### config.mk
export PLATFORM = sky130hd
export DESIGN_NAME = mul_ctrl
export DESIGN_NICKNAME = d
export VERILOG_FILES = /design/src/rtl/mul_pkg.sv /design/src/rtl/mul_shift_add_dp.sv /design/src/rtl/mul_ctrl.sv
export SDC_FILE = /design/constraint.sdc
export NUM_CORES = 1
export LEC_CHECK = 0
export ABC_AREA = 1
export BUFFER_PORTS_ARGS = -buffer_cell sky130_fd_sc_hd__buf_2
export CAP_MARGIN = 20
export CELL_PAD_IN_SITES_DETAIL_PLACEMENT = 1
export CELL_PAD_IN_SITES_GLOBAL_PLACEMENT = 2
export CORE_MARGIN = 1.5
export CORE_UTILIZATION = 29
export DETAILED_ROUTE_END_ITERATION = 7
export HOLD_SLACK_MARGIN = 0.1
export PLACE_DENSITY_LB_ADDON = 0.1
export SLEW_MARGIN = 25
export SYNTH_ARGS = -nofsm -noshare
export SYNTH_HDL_FRONTEND = slang
export SYNTH_SLANG_ARGS = --single-unit
### constraint.sdc
create_clock -name clk -period 2.18 [get_ports clk]
set_clock_uncertainty 0.2 [all_clocks]
set_input_delay 0.436 -clock clk [delete_from_list [all_inputs] [get_ports clk]]
set_output_delay 0.436 -clock clk [all_outputs]
set_load 0.01 [all_outputs]
### src/rtl/mul_pkg.sv
// Shared types and helpers for the sequential shift-and-add multiplier.
package mul_pkg;

    localparam int MUL_W = 16;

    typedef enum logic [1:0] {
        ST_IDLE = 2'd0,
        ST_RUN  = 2'd1,
        ST_FIX  = 2'd2,
        ST_DONE = 2'd3
    } mul_state_t;

    // Magnitude as an unsigned value; 0x8000 maps to itself without overflow.
    function automatic logic [MUL_W-1:0] abs_val(input logic [MUL_W-1:0] v, input logic sgn);
        return (sgn && v[MUL_W-1]) ? (~v + MUL_W'(1)) : v;
    endfunction

    function automatic logic [2*MUL_W-1:0] neg_prod(input logic [2*MUL_W-1:0] v);
        return ~v + (2*MUL_W)'(1);
    endfunction

endpackage

### src/rtl/mul_shift_add_dp.sv
// Shift-and-add datapath: operand magnitudes, accumulator/multiplier shift pair,
// sign fix-up and the registered result halves.
module mul_shift_add_dp
    import mul_pkg::*;
#(
    parameter int WIDTH = MUL_W
) (
    input  logic             clk,
    input  logic             rst,
    input  logic             load,
    input  logic             clear,
    input  logic             step,
    input  logic             fix,
    input  logic             signed_op,
    input  logic [WIDTH-1:0] rs,
    input  logic [WIDTH-1:0] rd,
    output logic [WIDTH-1:0] q_lo,
    output logic [WIDTH-1:0] q_hi
);

    logic [WIDTH-1:0]   mcand;
    logic [WIDTH-1:0]   acc_hi;
    logic [WIDTH-1:0]   mplier;
    logic               neg;
    logic [WIDTH:0]     sum;
    logic [2*WIDTH-1:0] prod;
    logic [2*WIDTH-1:0] prod_fix;

    // The low product half shifts in behind the consumed multiplier bits.
    always_comb begin
        sum = {1'b0, acc_hi} + {1'b0, (mplier[0] ? mcand : '0)};
    end

    assign prod     = {acc_hi, mplier};
    assign prod_fix = neg ? neg_prod(prod) : prod;

    always_ff @(posedge clk) begin
        if (rst) begin
            mcand  <= '0;
            acc_hi <= '0;
            mplier <= '0;
            neg    <= 1'b0;
            q_lo   <= '0;
            q_hi   <= '0;
        end else begin
            if (load) begin
                mcand  <= abs_val(rs, signed_op);
                mplier <= abs_val(rd, signed_op);
                acc_hi <= '0;
                neg    <= signed_op & (rs[WIDTH-1] ^ rd[WIDTH-1]);
            end else if (step) begin
                acc_hi <= sum[WIDTH:1];
                mplier <= {sum[0], mplier[WIDTH-1:1]};
            end

            if (clear) begin
                q_hi <= '0;
                q_lo <= '0;
            end else if (fix) begin
                q_hi <= prod_fix[2*WIDTH-1:WIDTH];
                q_lo <= prod_fix[WIDTH-1:0];
            end
        end
    end

endmodule

### src/rtl/mul_ctrl.sv
// Multiply controller: sequences the shift-and-add datapath, one multiplier bit per cycle.
//   state | meaning
//   IDLE  | waiting for start
//   RUN   | one shift-and-add iteration per cycle, cnt counts iterations
//   FIX   | apply sign, load q_hi/q_lo
//   DONE  | done pulse; a start here launches the next operation directly
module mul_ctrl
    import mul_pkg::*;
#(
    parameter int WIDTH = MUL_W
) (
    input  logic             clk,
    input  logic             rst,
    input  logic             start,
    input  logic             signed_op,
    input  logic [WIDTH-1:0] rs,
    input  logic [WIDTH-1:0] rd,
    output logic             busy,
    output logic             done,
    output logic [WIDTH-1:0] q_lo,
    output logic [WIDTH-1:0] q_hi
);

    localparam int               CNT_W    = $clog2(WIDTH);
    localparam logic [CNT_W-1:0] CNT_LAST = CNT_W'(WIDTH - 1);

    mul_state_t       state;
    mul_state_t       state_nx;
    logic [CNT_W-1:0] cnt;
    logic             accept;
    logic             op_zero;
    logic             load;
    logic             clear;
    logic             step;
    logic             fix;

    assign op_zero = (rs == '0) || (rd == '0);

    always_ff @(posedge clk) begin
        if (rst) begin
            state <= ST_IDLE;
        end else begin
            state <= state_nx;
        end
    end

    always_comb begin
        state_nx = state;
        accept   = 1'b0;
        load     = 1'b0;
        clear    = 1'b0;
        step     = 1'b0;
        fix      = 1'b0;
        case (state)
            ST_IDLE, ST_DONE: begin
                if (start) begin
                    accept = 1'b1;
                    if (op_zero) begin
                        clear    = 1'b1;
                        state_nx = ST_DONE;
                    end else begin
                        load     = 1'b1;
                        state_nx = ST_RUN;
                    end
                end else begin
                    state_nx = ST_IDLE;
                end
            end
            ST_RUN: begin
                step = 1'b1;
                if (cnt == CNT_LAST) begin
                    state_nx = ST_FIX;
                end
            end
            ST_FIX: begin
                fix      = 1'b1;
                state_nx = ST_DONE;
            end
            default: state_nx = ST_IDLE;
        endcase
    end

    // busy/done registered from the next state so they line up with the state register.
    always_ff @(posedge clk) begin
        if (rst) begin
            cnt  <= '0;
            busy <= 1'b0;
            done <= 1'b0;
        end else begin
            if (accept) begin
                cnt <= '0;
            end else if (step) begin
                cnt <= cnt + CNT_W'(1);
            end
            busy <= (state_nx == ST_RUN) || (state_nx == ST_FIX);
            done <= (state_nx == ST_DONE);
        end
    end

    mul_shift_add_dp #(
        .WIDTH(WIDTH)
    ) u_dp (
        .clk      (clk),
        .rst      (rst),
        .load     (load),
        .clear    (clear),
        .step     (step),
        .fix      (fix),
        .signed_op(signed_op),
        .rs       (rs),
        .rd       (rd),
        .q_lo     (q_lo),
        .q_hi     (q_hi)
    );

endmodule

==> impl_metrics.sql, run 1 <==
INSERT INTO impl_metrics (metric_group, metric, value, unit) VALUES
('setup_path', 'r2r_cells', '8', ''),
('timing', 'setup_slack', '0.122', 'ns'),
('setup_path', 'timing.critical_path.arrival', '2.09', 'ns'),
('drt', 'drt_wl_total', '20400', 'µm'),
('setup_path', 'worstReg2RegEnd', 'u_dp.mcand[11]', ''),
('power', 'internal_power', '0.00294', 'W'),
('synthesis', 'top_cells_by_area_in_the_synthesized_netlist', 'sky130_fd_sc_hd__dfxtp_1, sky130_fd_sc_hd__nand2_1, sky130_fd_sc_hd__nor2_1', ''),
('synthesis', 'synth-edff-count', '0', ''),
('synthesis', 'synth.distinct_cells', '42', ''),
('cts', 'clock_tree_from_tritoncts', 'yes', ''),
('run_status', 'outcome', 'completed', ''),
('setup_path', 'worst-setup-path-type', 'flip-flop to flip-flop', ''),
('setup_path', 'worstPathRequired', '2.22', 'ns'),
('cts', 'path_clk_slew', '0.07', 'ns'),
('placed_design', 'placed_cells', '1421', ''),
('synthesis', 'syn_area', '6380', 'µm²'),
('cts', 'cts.path.max_buffers', '2', ''),
('synthesis', 'synth_top_area_share', '27.9', '%'),
('setup_path', 'slowest_stage', 'sky130_fd_sc_hd__dfxtp_1', ''),
('cts', 'number_of_h_tree_levels', '3', ''),
('setup_path', 'worstPathMaxFanout', '13', ''),
('floorplanning', 'floorplan.initialDensity', '29.4', '%'),
('final_layout', 'final_cells', '1437', ''),
('timing', 'final.min_clock_period', '2.06', 'ns'),
('final_layout', 'synthToLayoutAreaGrowth', '22.1', '%'),
('cts', 'sinks_on_clock_net', '89', ''),
('synthesis', 'synth.yosys.warnings', '0', ''),
('timing', 'hold_viol', '0', ''),
('final_layout', 'antennaDiodeCount', '0', ''),
('final_layout', 'share_of_final_layout_standard_cells_stronger_than_drive_strength_1', '18.2', '%'),
('timing', 'max_clock_freq', '0.486', 'GHz'),
('synthesis', 'synthTopCellsByCount', 'sky130_fd_sc_hd__nand2_1, sky130_fd_sc_hd__nor2_1, sky130_fd_sc_hd__inv_1, sky130_fd_sc_hd__dfxtp_1, sky130_fd_sc_hd__nand3_1', ''),
('timing', 'finalCritPeriodShare', '94.4', '%'),
('synthesis', 'asyncSetResetFlopFracSynth', '0', '%'),
('worst_hold_path', 'hold_start', 'rs[14]', ''),
('timing', 'worst_pin_slew', '0.416', 'ns'),
('synthesis', 'synth_ff_type', 'sky130_fd_sc_hd__dfxtp_1', ''),
('worst_hold_path', 'min_path_type', 'input pin to flip-flop', ''),
('synthesis', 'number_of_flip_flops_and_latches_in_the_synthesized_netlist', '89', ''),
('floorplanning', 'floorplan.rows', '54', ''),
('power', 'irDropWorstVdd', '246', 'µV'),
('global_route', 'maximum_number_of_pins_on_one_net_before_global_route_repair', '39', ''),
('global_route', 'grt.overflow.total', '0', ''),
('floorplanning', 'io_pins', '70', ''),
('setup_path', 'r2r_setup_slk', '0.12', 'ns'),
('worst_hold_path', 'worstHoldEndpoint', 'u_dp.mcand[14]', ''),
('timing', 'worst_slew_margin_rel', '72.2', '%'),
('power', 'switching_share', '30.6', '%'),
('cts', 'worstSkewPairLatency', '0.35', 'ns'),
('setup_path', 'reg2reg_from', 'state[0]', ''),
('timing', 'setup_repair_after_global_routing_missed_its_margin', 'true', ''),
('drt', 'dr.pass1.iters', '4', ''),
('cts', 'post_cts_buffers', '0', ''),
('final_layout', 'nNetsFinal', '1212', ''),
('cts', 'numCtsBuffers', '9', ''),
('floorplanning', 'floorplan.die.height', '151', 'µm'),
('global_route', 'grt_antenna_before_repair', '0', ''),
('cts', 'post_cts_resize_count', '0', ''),
('final_layout', 'fill_cells', '2876', ''),
('drt', 'detail_route.wl_per_cell', '14.2', 'µm'),
('timing', 'final_setup_violation_count', '0', ''),
('cts', 'buffer_cell_driving_the_clock_tree_root', 'sky130_fd_sc_hd__clkbuf_16', ''),
('power', 'p_seq_share', '41.9', '%'),
('synthesis', 'synth_nets', '1105', ''),
('placed_design', 'post-dp-hpwl', '16400', 'µm'),
('drt', 'via_per_inst', '4.62', ''),
('placed_design', 'place_worst_setup_slack', '-0.0237', 'ns'),
('power', 'p_switching', '0.00129', 'W'),
('power', 'pd_cells', '543', 'nW/µm²'),
('global_route', 'first_global_vias', '6553', ''),
('placed_design', 'gp_routability_congestion', '0.806', '');
-- placed cells by master (no fill, tap or decap), drive strengths merged --
cell type	count
nand2	315
nor2	152
buf	132
inv	130
dfxtp	89
nand3	87
a21oi	84
o21ai	59
ha	23
xor2	17
nor3	11
clkbuf	11
nand4	9
nand3b	5
xnor2	5
or2	5
a211oi	5
clkinv	4
o211ai	3
clkinvlp	3
o21a	2
and2	1
a31oi	1
nor3b	1
and3	1
fa	1
bufinv	1
-- routing by layer --
metal	global-route usage, %	part of all wire, %
met1	27.6	54
met2	29.2	42
met3	1.57	2.6
met4	4.81	0.97
met5	0	0
-- logic make-up after synthesis --
logic type / count (synthesis) / synth area share [%]
AO/OA/AOI/OAI: 154 / 13.7
XOR/XNOR: 22 / 3.02
adder cells (fa/ha/maj): 24 / 4.83
buffers and inverters: 169 / 11.3
flip-flops: 89 / 27.9
AND/OR/NAND/NOR: 587 / 39.3
-- layout make-up --
type	count	area (µm²)	share of cell area [%]
Multi-Input combinational cell	787	3970	51.0
Clock inverter	5	55.1	0.707
Clock buffer	11	243	3.12
Sequential cell	89	1780	22.9
Timing Repair Buffer	132	881	11.3
Inverter	133	503	6.46
Tap cell	280	350	4.50
-- worst max-delay path, delay by kind of cell, from the launching register on --
family          cells  cell delay [ns]
buf+inv             3             0.54
flops               1             0.36
fa+ha+maj           1             0.32
simple gates        3             0.31
compound gates      1             0.22
-- power by group through the flow --
stage | clock [W] | sequential (W) | combinational [W]
after floorplan | 0 | 0.00177 | 0.000557
after CTS | 0.00168 | 0.00177 | 0.000852
final | 0.00161 | 0.00177 | 0.000845
after global placement | 0 | 0.00181 | 0.000842
after global routing | 0.00174 | 0.00178 | 0.000966
after detailed placement | 0 | 0.00181 | 0.000847
-- stage by stage --
step / utilization (%) / cell area (µm²) / total power, W / hold WS (ns) / setup TNS, ns
final: 35.9 / 7790 / 0.00423 / 0.185 / 0
after global routing: 35.9 / 7790 / 0.00449 / 0.213 / -0.0208
after CTS: 35.5 / 7690 / 0.00430 / 0.170 / 0
after detailed placement: 34.1 / 7390 / 0.00265 / 0.254 / -0.0237
after global placement: 34.1 / 7390 / 0.00265 / 0.250 / 0
after floorplan: - / 6380 / 0.00233 / 0.244 / 0
-- registers in the layout, summed over array words and instances (netlist names) --
| name | cells |
|---|---|
| busy | 1 |
| cnt | 4 |
| done | 1 |
| state | 2 |
| u_dp.acc_hi | 16 |
| u_dp.mcand | 16 |
| u_dp.mplier | 16 |
| u_dp.neg | 1 |
| u_dp.q_hi | 16 |
| u_dp.q_lo | 16 |
-- worst max-delay path by stage --
stage          cells past startpoint              end  slack [ns]            from
6_report                           8   u_dp.mcand[11]        0.12        state[0]
5_1_grt                           14  u_dp.acc_hi[14]       -0.02  u_dp.mplier[0]
4_1_cts                           10    u_dp.q_lo[14]        0.04  u_dp.mplier[0]
3_5_place_dp                      12     u_dp.q_lo[9]       -0.02           rs[1]
3_3_place_gp                      12     u_dp.q_lo[9]      0.0004           rs[1]
2_1_floorplan                     15  u_dp.acc_hi[14]        0.09  u_dp.mplier[0]
Note: power is estimated with default switching activity, not from simulation.
==> run 2: changes to the inputs <==
CELL_PAD_IN_SITES_DETAIL_PLACEMENT = 2   (was 1)
==> impl_metrics.sql, run 2 (synthesis gave the netlist of run 1 again) <==
INSERT INTO impl_metrics (metric_group, metric, value, unit) VALUES
('run_status', 'outcome', 'completed', ''),
('setup_path', 'critical_path.cell_chain', 'buf_12, nand2_1, inv_1, ha_1, nand2_1, inv_1, a21oi_2, nor2_1, nor2_1, nand2_1, nand2_1, nand3_1, nand2_1, inv_1', ''),
('timing', 'setup_slack', '0.118', 'ns'),
('floorplanning', 'floorplan.die.height', '151', 'µm'),
('final_layout', 'final_area', '7890', 'µm²'),
('timing', 'hold_viol', '0', ''),
('floorplanning', 'io_pins', '70', ''),
('global_route', 'maximum_number_of_pins_on_one_net_before_global_route_repair', '39', ''),
('global_route', 'grt_antenna_before_repair', '0', ''),
('power', 'pd_cells', '576', 'nW/µm²'),
('run', 'max_cap_viol_count', '0', ''),
('final_layout', 'antennaDiodeCount', '0', ''),
('setup_path', 'worst-setup-path-type', 'flip-flop to flip-flop', ''),
('setup_path', 'worst_path_largest_cell_delay', '0.36', 'ns'),
('setup_path', 'worst_setup_path_end_kind', 'flip-flop', ''),
('power', 'power', '0.00455', 'W'),
('final_layout', 'final_common_cell', 'sky130_fd_sc_hd__nand2_1', ''),
('drt', 'num_vias', '6911', ''),
('setup_path', 'worstPathMaxFanout', '13', ''),
('setup_path', 'slowest_stage', 'sky130_fd_sc_hd__dfxtp_4', ''),
('floorplanning', 'core_area', '21700', 'µm²'),
('floorplanning', 'floorplan.initialDensity', '29.4', '%'),
('worst_hold_path', 'hold_start', 'rs[14]', ''),
('drt', 'detail_route.wl_per_cell', '15.8', 'µm'),
('timing', 'worst_slew_margin_rel', '71.7', '%'),
('global_route', 'first_global_vias', '7170', ''),
('timing', 'setup_repair_after_global_routing_missed_its_margin', 'true', ''),
('setup_path', 'worstPathRequired', '2.24', 'ns'),
('drt', 'dr.pass1.iters', '4', ''),
('cts', 'numCtsBuffers', '9', ''),
('setup_path', 'critical-path-top-cell-by-count', 'sky130_fd_sc_hd__nand2_1', ''),
('cts', 'sinks_on_clock_net', '89', ''),
('timing', 'finalCritPeriodShare', '94.6', '%'),
('setup_path', 'reg2reg_from', 'u_dp.mplier[0]', ''),
('placed_design', 'place.port_buffers', '69', ''),
('drt', 'drc', '0', ''),
('global_route', 'grt.overflow.total', '0', ''),
('timing', 'worst_pin_slew', '0.425', 'ns'),
('cts', 'path_clk_slew', '0.07', 'ns'),
('timing', 'final_worst_hold_slack', '0.192', 'ns'),
('final_layout', 'leading_cell_types_in_the_layout_fill_and_taps_excluded', 'sky130_fd_sc_hd__nand2_1, sky130_fd_sc_hd__nor2_1, sky130_fd_sc_hd__inv_1', ''),
('final_layout', 'synthToLayoutAreaGrowth', '23.7', '%'),
('power', 'irDropWorstVdd', '260', 'µV'),
('timing', 'final_setup_violation_count', '0', ''),
('floorplanning', 'fp.dieArea', '22900', 'µm²'),
('timing', 'slew_viol_final', '0', ''),
('cts', 'cts.path.max_buffers', '2', ''),
('setup_path', 'r2r_setup_slk', '0.12', 'ns'),
('placed_design', 'post-dp-hpwl', '18000', 'µm'),
('cts', 'number_of_h_tree_levels', '3', ''),
('final_layout', 'nNetsFinal', '1213', ''),
('worst_hold_path', 'min_path_type', 'input pin to flip-flop', ''),
('drt', 'via_per_inst', '4.81', ''),
('placed_design', 'placedInstanceArea', '7390', 'µm²'),
('drt', 'drt_wl_total', '22700', 'µm'),
('timing', 'final.min_clock_period', '2.06', 'ns'),
('drt', 'final_antenna_net_count', '0', ''),
('placed_design', 'gp_routability_congestion', '0.806', ''),
('cts', 'clock_tree_from_tritoncts', 'yes', ''),
('setup_path', 'timing.critical_path.arrival', '2.12', 'ns'),
('power', 'leakagePower', '3.99', 'nW'),
('cts', 'worstSkewPairLatency', '0.36', 'ns'),
('drt', 'drt_first_iter_violations', '270', ''),
('floorplanning', 'floorplan.rows', '54', ''),
('global_route', 'grt_use_total', '20.7', '%'),
('setup_path', 'setup.worst_path.start_class', 'flip-flop', ''),
('timing', 'max_clock_freq', '0.485', 'GHz'),
('floorplanning', 'die_w', '151', 'µm'),
('final_layout', 'share_of_final_layout_standard_cells_stronger_than_drive_strength_1', '19.0', '%'),
('global_route', 'grt_first_pass_wirelength', '37100', 'µm'),
('cts', 'buffer_cell_driving_the_clock_tree_root', 'sky130_fd_sc_hd__clkbuf_16', ''),
('setup_path', 'crit_path_start', 'u_dp.mplier[0]', ''),
('placed_design', 'place_worst_setup_slack', '-0.0454', 'ns');
[run 2: cell count changes in the layout (fill, tap and decap cells not counted), sizes merged]
cell      previous run  this run
buf                132       133
bufinv               1         3
clkbuf              11        10
clkinvlp             3         2
[run 2: per-stage QoR]
stage	TNS [ns]	utilization, %	std cells
2_1_floorplan	0	-	1045
3_3_place_gp	0	34.1	1421
3_5_place_dp	-0.125	34.1	1421
4_1_cts	0	35.7	1437
5_1_grt	-0.121	36.4	1438
6_report	0	36.4	1438
[run 2: final timing paths]
kind	to	depth (start not counted)
worst min register to register	u_dp.q_lo[13]	2
worst max-delay path	u_dp.acc_hi[14]	14
worst min-delay path	u_dp.mcand[14]	3
worst max register to register	u_dp.acc_hi[14]	14
[run 2: metal layers]
layer	vias to the layer above	routed length, µm	global-route usage (%)
met5	-	0	0
met4	0	158	3.98
met3	10	402	2.29
met2	74	10400	34.8
met1	3301	11700	28.6
li1	3526	-	-
[run 2: power breakdown]
group,switching [W],internal [W],leakage [nW]
registers,0.0000840,0.00169,0.727
logic,0.000547,0.000331,3.09
clock network,0.000737,0.00116,0.169
total,0.00137,0.00318,3.99
[run 2: what timing repair did]
item / 4_1_cts / 5_1_grt
pin swaps: 0 / 6
setup endpoints to repair: 1 / 16
hold buffers: 0 / 0
gates resized for setup: 1 / 28
setup buffers: 0 / 1
[run 2: worst max-delay path, delay by kind of cell (launching register included)]
kind | cells | cell delay, ns
compound gates | 1 | 0.16
fa+ha+maj | 1 | 0.30
flops | 1 | 0.36
buf+inv | 4 | 0.28
simple gates | 8 | 0.67
[run 2: cell type report]
| class | instances | area [µm²] |
|---|---|---|
| fill | 2680 | 13800 |
| multi-input combinational | 787 | 4010 |
| sequential | 89 | 1790 |
| timing repair buffer | 133 | 888 |
| inverter | 133 | 503 |
| tap | 280 | 350 |
| clock buffer | 10 | 239 |
| clock inverter | 6 | 115 |
==> run 3: changes to the inputs <==
ABC_AREA = unset   (was 1)
CORE_UTILIZATION = 31   (was 29)
==> impl_metrics.sql, run 3 <==
INSERT INTO impl_metrics (metric_group, metric, value, unit) VALUES
('final_layout', 'final_cells', '1074', ''),
('synthesis', 'syn_area_per_cell', '8.33', 'µm²'),
('drt', 'detail_route.wl_per_cell', '30.8', 'µm'),
('setup_path', 'timing.critical_path.arrival', '2.86', 'ns'),
('timing', 'final_setup_violation_count', '84', ''),
('global_route', 'grt_use_total', '31.8', '%'),
('placed_design', 'post-dp-hpwl', '14300', 'µm'),
('setup_path', 'worstPathRequired', '2.22', 'ns'),
('power', 'leakagePower', '3.66', 'nW'),
('global_route', 'use_met2', '56.6', '%'),
('power', 'power', '0.00669', 'W'),
('floorplanning', 'die_w', '133', 'µm'),
('placed_design', 'place.port_buffers', '69', ''),
('cts', 'cts.path.max_buffers', '2', ''),
('cts', 'path_clk_slew', '0.08', 'ns'),
('global_route', 'grt.overflow.total', '0', ''),
('final_layout', 'leading_cell_types_in_the_layout_fill_and_taps_excluded', 'sky130_fd_sc_hd__buf_4, sky130_fd_sc_hd__dfxtp_1, sky130_fd_sc_hd__buf_2', ''),
('run_status', 'violations_in_the_final_reports', 'setup timing', ''),
('cts', 'sinks_on_clock_net', '89', ''),
('global_route', 'global_route.usage.met3', '4.95', '%'),
('drt', 'drt_wl_total', '33100', 'µm'),
('synthesis', 'synth.distinct_cells', '47', ''),
('synthesis', 'synthMostInstantiatedCell', 'sky130_fd_sc_hd__nor2_1', ''),
('global_route', 'grt_antenna_before_repair', '0', ''),
('timing', 'setup_repair_after_global_routing_missed_its_margin', 'true', ''),
('setup_path', 'worst-setup-path-type', 'flip-flop to flip-flop', ''),
('final_layout', 'final_area', '9150', 'µm²'),
('synthesis', 'top_cells_by_area_in_the_synthesized_netlist', 'sky130_fd_sc_hd__dfxtp_1, sky130_fd_sc_hd__xor2_1, sky130_fd_sc_hd__a211oi_1', ''),
('worst_hold_path', 'worstHoldEndpoint', 'u_dp.neg', ''),
('synthesis', 'synth.yosys.warnings', '0', ''),
('synthesis', 'synth_nets', '693', ''),
('setup_path', 'worst_setup_path_end_kind', 'flip-flop', ''),
('cts', 'worstSkewPairLatency', '0.38', 'ns'),
('global_route', 'grt_busiest_layer', 'met2', ''),
('final_layout', 'multiInputGateArea', '4720', 'µm²'),
('floorplanning', 'floorplan.rows', '47', ''),
('drt', 'drt_first_iter_violations', '416', ''),
('synthesis', 'number_of_flip_flops_and_latches_in_the_synthesized_netlist', '89', ''),
('timing', 'worst_pin_slew', '0.713', 'ns'),
('synthesis', 'synthTopCellsByCount', 'sky130_fd_sc_hd__nor2_1, sky130_fd_sc_hd__dfxtp_1, sky130_fd_sc_hd__a211oi_1, sky130_fd_sc_hd__xor2_1, sky130_fd_sc_hd__nand2_1', ''),
('drt', 'final_antenna_net_count', '0', ''),
('worst_hold_path', 'hold_start', 'signed_op', ''),
('floorplanning', 'io_pins', '70', ''),
('worst_hold_path', 'min_path_type', 'input pin to flip-flop', ''),
('timing', 'worst_slew_margin_rel', '52.1', '%'),
('synthesis', 'synth.yosys.seq_area_share', '33.8', '%'),
('drt', 'via_per_inst', '5.78', ''),
('setup_path', 'r2r_cells', '10', ''),
('cts', 'numCtsBuffers', '9', ''),
('synthesis', 'syn_area', '5270', 'µm²'),
('cts', 'hold_buffer_count_at_cts', '0', ''),
('setup_path', 'setup.worst_path.start_class', 'flip-flop', ''),
('final_layout', 'final_common_cell', 'sky130_fd_sc_hd__buf_4', ''),
('run_status', 'outcome', 'finished, violations left', ''),
('global_route', 'first_global_vias', '6854', ''),
('setup_path', 'worstPathMaxFanout', '7', ''),
('drt', 'num_vias', '6208', ''),
('timing', 'max_clock_freq', '0.354', 'GHz'),
('power', 'pd_cells', '731', 'nW/µm²'),
('final_layout', 'share_of_final_layout_standard_cells_stronger_than_drive_strength_1', '53.6', '%'),
('timing', 'hold_viol', '0', ''),
('cts', 'clock_tree_from_tritoncts', 'yes', ''),
('drt', 'dr.pass1.iters', '4', ''),
('synthesis', 'synth_top_area_share', '33.8', '%'),
('worst_hold_path', 'worstHoldPathCells', '3', ''),
('placed_design', 'placedInstanceArea', '6870', 'µm²'),
('global_route', 'globalRouteMet1Util', '38.0', '%'),
('cts', 'buffer_cell_driving_the_clock_tree_root', 'sky130_fd_sc_hd__clkbuf_16', ''),
('synthesis', 'asyncSetResetFlopFracSynth', '0', '%'),
('floorplanning', 'floorplan.initialDensity', '31.8', '%'),
('power', 'irDropWorstVdd', '423', 'µV'),
('timing', 'slew_viol_final', '0', ''),
('synthesis', 'synth-edff-count', '0', ''),
('final_layout', 'antennaDiodeCount', '0', ''),
('placed_design', 'gp_routability_congestion', '0.826', ''),
('global_route', 'maximum_number_of_pins_on_one_net_before_global_route_repair', '63', ''),
('global_route', 'grt_first_pass_wirelength', '42800', 'µm'),
('final_layout', 'synthToLayoutAreaGrowth', '73.5', '%'),
('run', 'max_cap_viol_count', '0', ''),
('floorplanning', 'core_area', '16600', 'µm²'),
('synthesis', 'postSynthCellCount', '633', ''),
('cts', 'number_of_h_tree_levels', '3', ''),
('placed_design', 'placed_cells', '1016', ''),
('final_layout', 'seq_area', '1790', 'µm²'),
('timing', 'finalCritPeriodShare', '130', '%'),
('final_layout', 'nNetsFinal', '909', ''),
('synthesis', 'synth_ff_type', 'sky130_fd_sc_hd__dfxtp_1', ''),
('setup_path', 'r2r_setup_slk', '-0.65', 'ns'),
('timing', 'final.min_clock_period', '2.83', 'ns'),
('setup_path', 'reg2reg_from', 'u_dp.mplier[0]', ''),
('drt', 'drc', '0', ''),
('setup_path', 'worstReg2RegEnd', 'u_dp.acc_hi[11]', ''),
('synthesis', 'yosys.area.top_type', 'sky130_fd_sc_hd__dfxtp_1', ''),
('floorplanning', 'fp.dieArea', '17800', 'µm²'),
('final_layout', 'fill_cells', '1684', ''),
('timing', 'setup_slack', '-0.647', 'ns'),
('floorplanning', 'floorplan.die.height', '133', 'µm');
## run 3: per-layer routing
metal  vias up  share of wire, %
li1       2678                 -
met1      3223                40
met4         0               3.6
met2       226                52
met5         -                 0
met3        81               3.8
## run 3: worst max-delay path by stage
stage / end / slack [ns] / start
2_1_floorplan: u_dp.acc_hi[12] / -0.57 / rs[1]
3_3_place_gp: u_dp.acc_hi[12] / -0.70 / rs[1]
3_5_place_dp: u_dp.mplier[2] / -0.86 / rs[1]
4_1_cts: u_dp.acc_hi[12] / -0.34 / u_dp.mplier[0]
5_1_grt: u_dp.acc_hi[11] / -0.67 / u_dp.mplier[0]
6_report: u_dp.acc_hi[11] / -0.65 / u_dp.mplier[0]
## run 3: repair_timing
item | in CTS | in global routing
cloned | 11 | 0
endpoints found under the setup margin | 84 | 84
gates resized for setup | 214 | 105
pin swaps | 68 | 70
buffers inserted | 20 | 18
## run 3: cell type report
| class | instances | area share [%] |
|---|---|---|
| clock buffer | 11 | 2.65 |
| clock inverter | 5 | 0.342 |
| inverter | 15 | 0.834 |
| multi-input combinational | 494 | 51.6 |
| sequential | 89 | 19.6 |
| tap | 220 | 3.01 |
| timing repair buffer | 240 | 22.0 |
## run 3: kinds of logic after synthesis
| family | synth area share [%] |
|---|---|
| compound gates | 20.8 |
| flops | 33.8 |
| mux | 5.15 |
| simple gates | 19.0 |
| fa+ha+maj | 5.84 |
| buf+inv | 3.68 |
| xor+xnor | 11.8 |
## run 3: where the power goes
group | leakage, nW | internal [W] | switching [W]
Clock | 0.135 | 0.000804 | 0.000816
Combinational | 2.79 | 0.00130 | 0.00172
Sequential | 0.730 | 0.00184 | 0.000208
Total | 3.66 | 0.00394 | 0.00275
## run 3: worst max-delay path: stages, from the launching register on
cell	delay (ns)
sky130_fd_sc_hd__dfxtp_4	0.39
sky130_fd_sc_hd__and2_4	0.18
sky130_fd_sc_hd__ha_4	0.17
sky130_fd_sc_hd__fa_2	0.42
sky130_fd_sc_hd__a21oi_4	0.24
sky130_fd_sc_hd__o22ai_4	0.13
sky130_fd_sc_hd__o221ai_4	0.25
sky130_fd_sc_hd__nand2b_1	0.12
sky130_fd_sc_hd__a21oi_2	0.17
sky130_fd_sc_hd__xor2_1	0.26
sky130_fd_sc_hd__a21oi_1	0.14
## run 3: metrics by stage
step	setup WS, ns	setup TNS (ns)	util, %	hold slack (ns)
finish	-0.647	-28.81	55.2	0.255
floorplan	-0.567	-19.41	-	0.232
CTS	-0.341	-14.13	51.7	0.246
detailed placement	-0.861	-52.21	41.4	0.271
global route	-0.669	-30.86	55.2	0.247
global placement	-0.703	-47.26	41.4	0.243
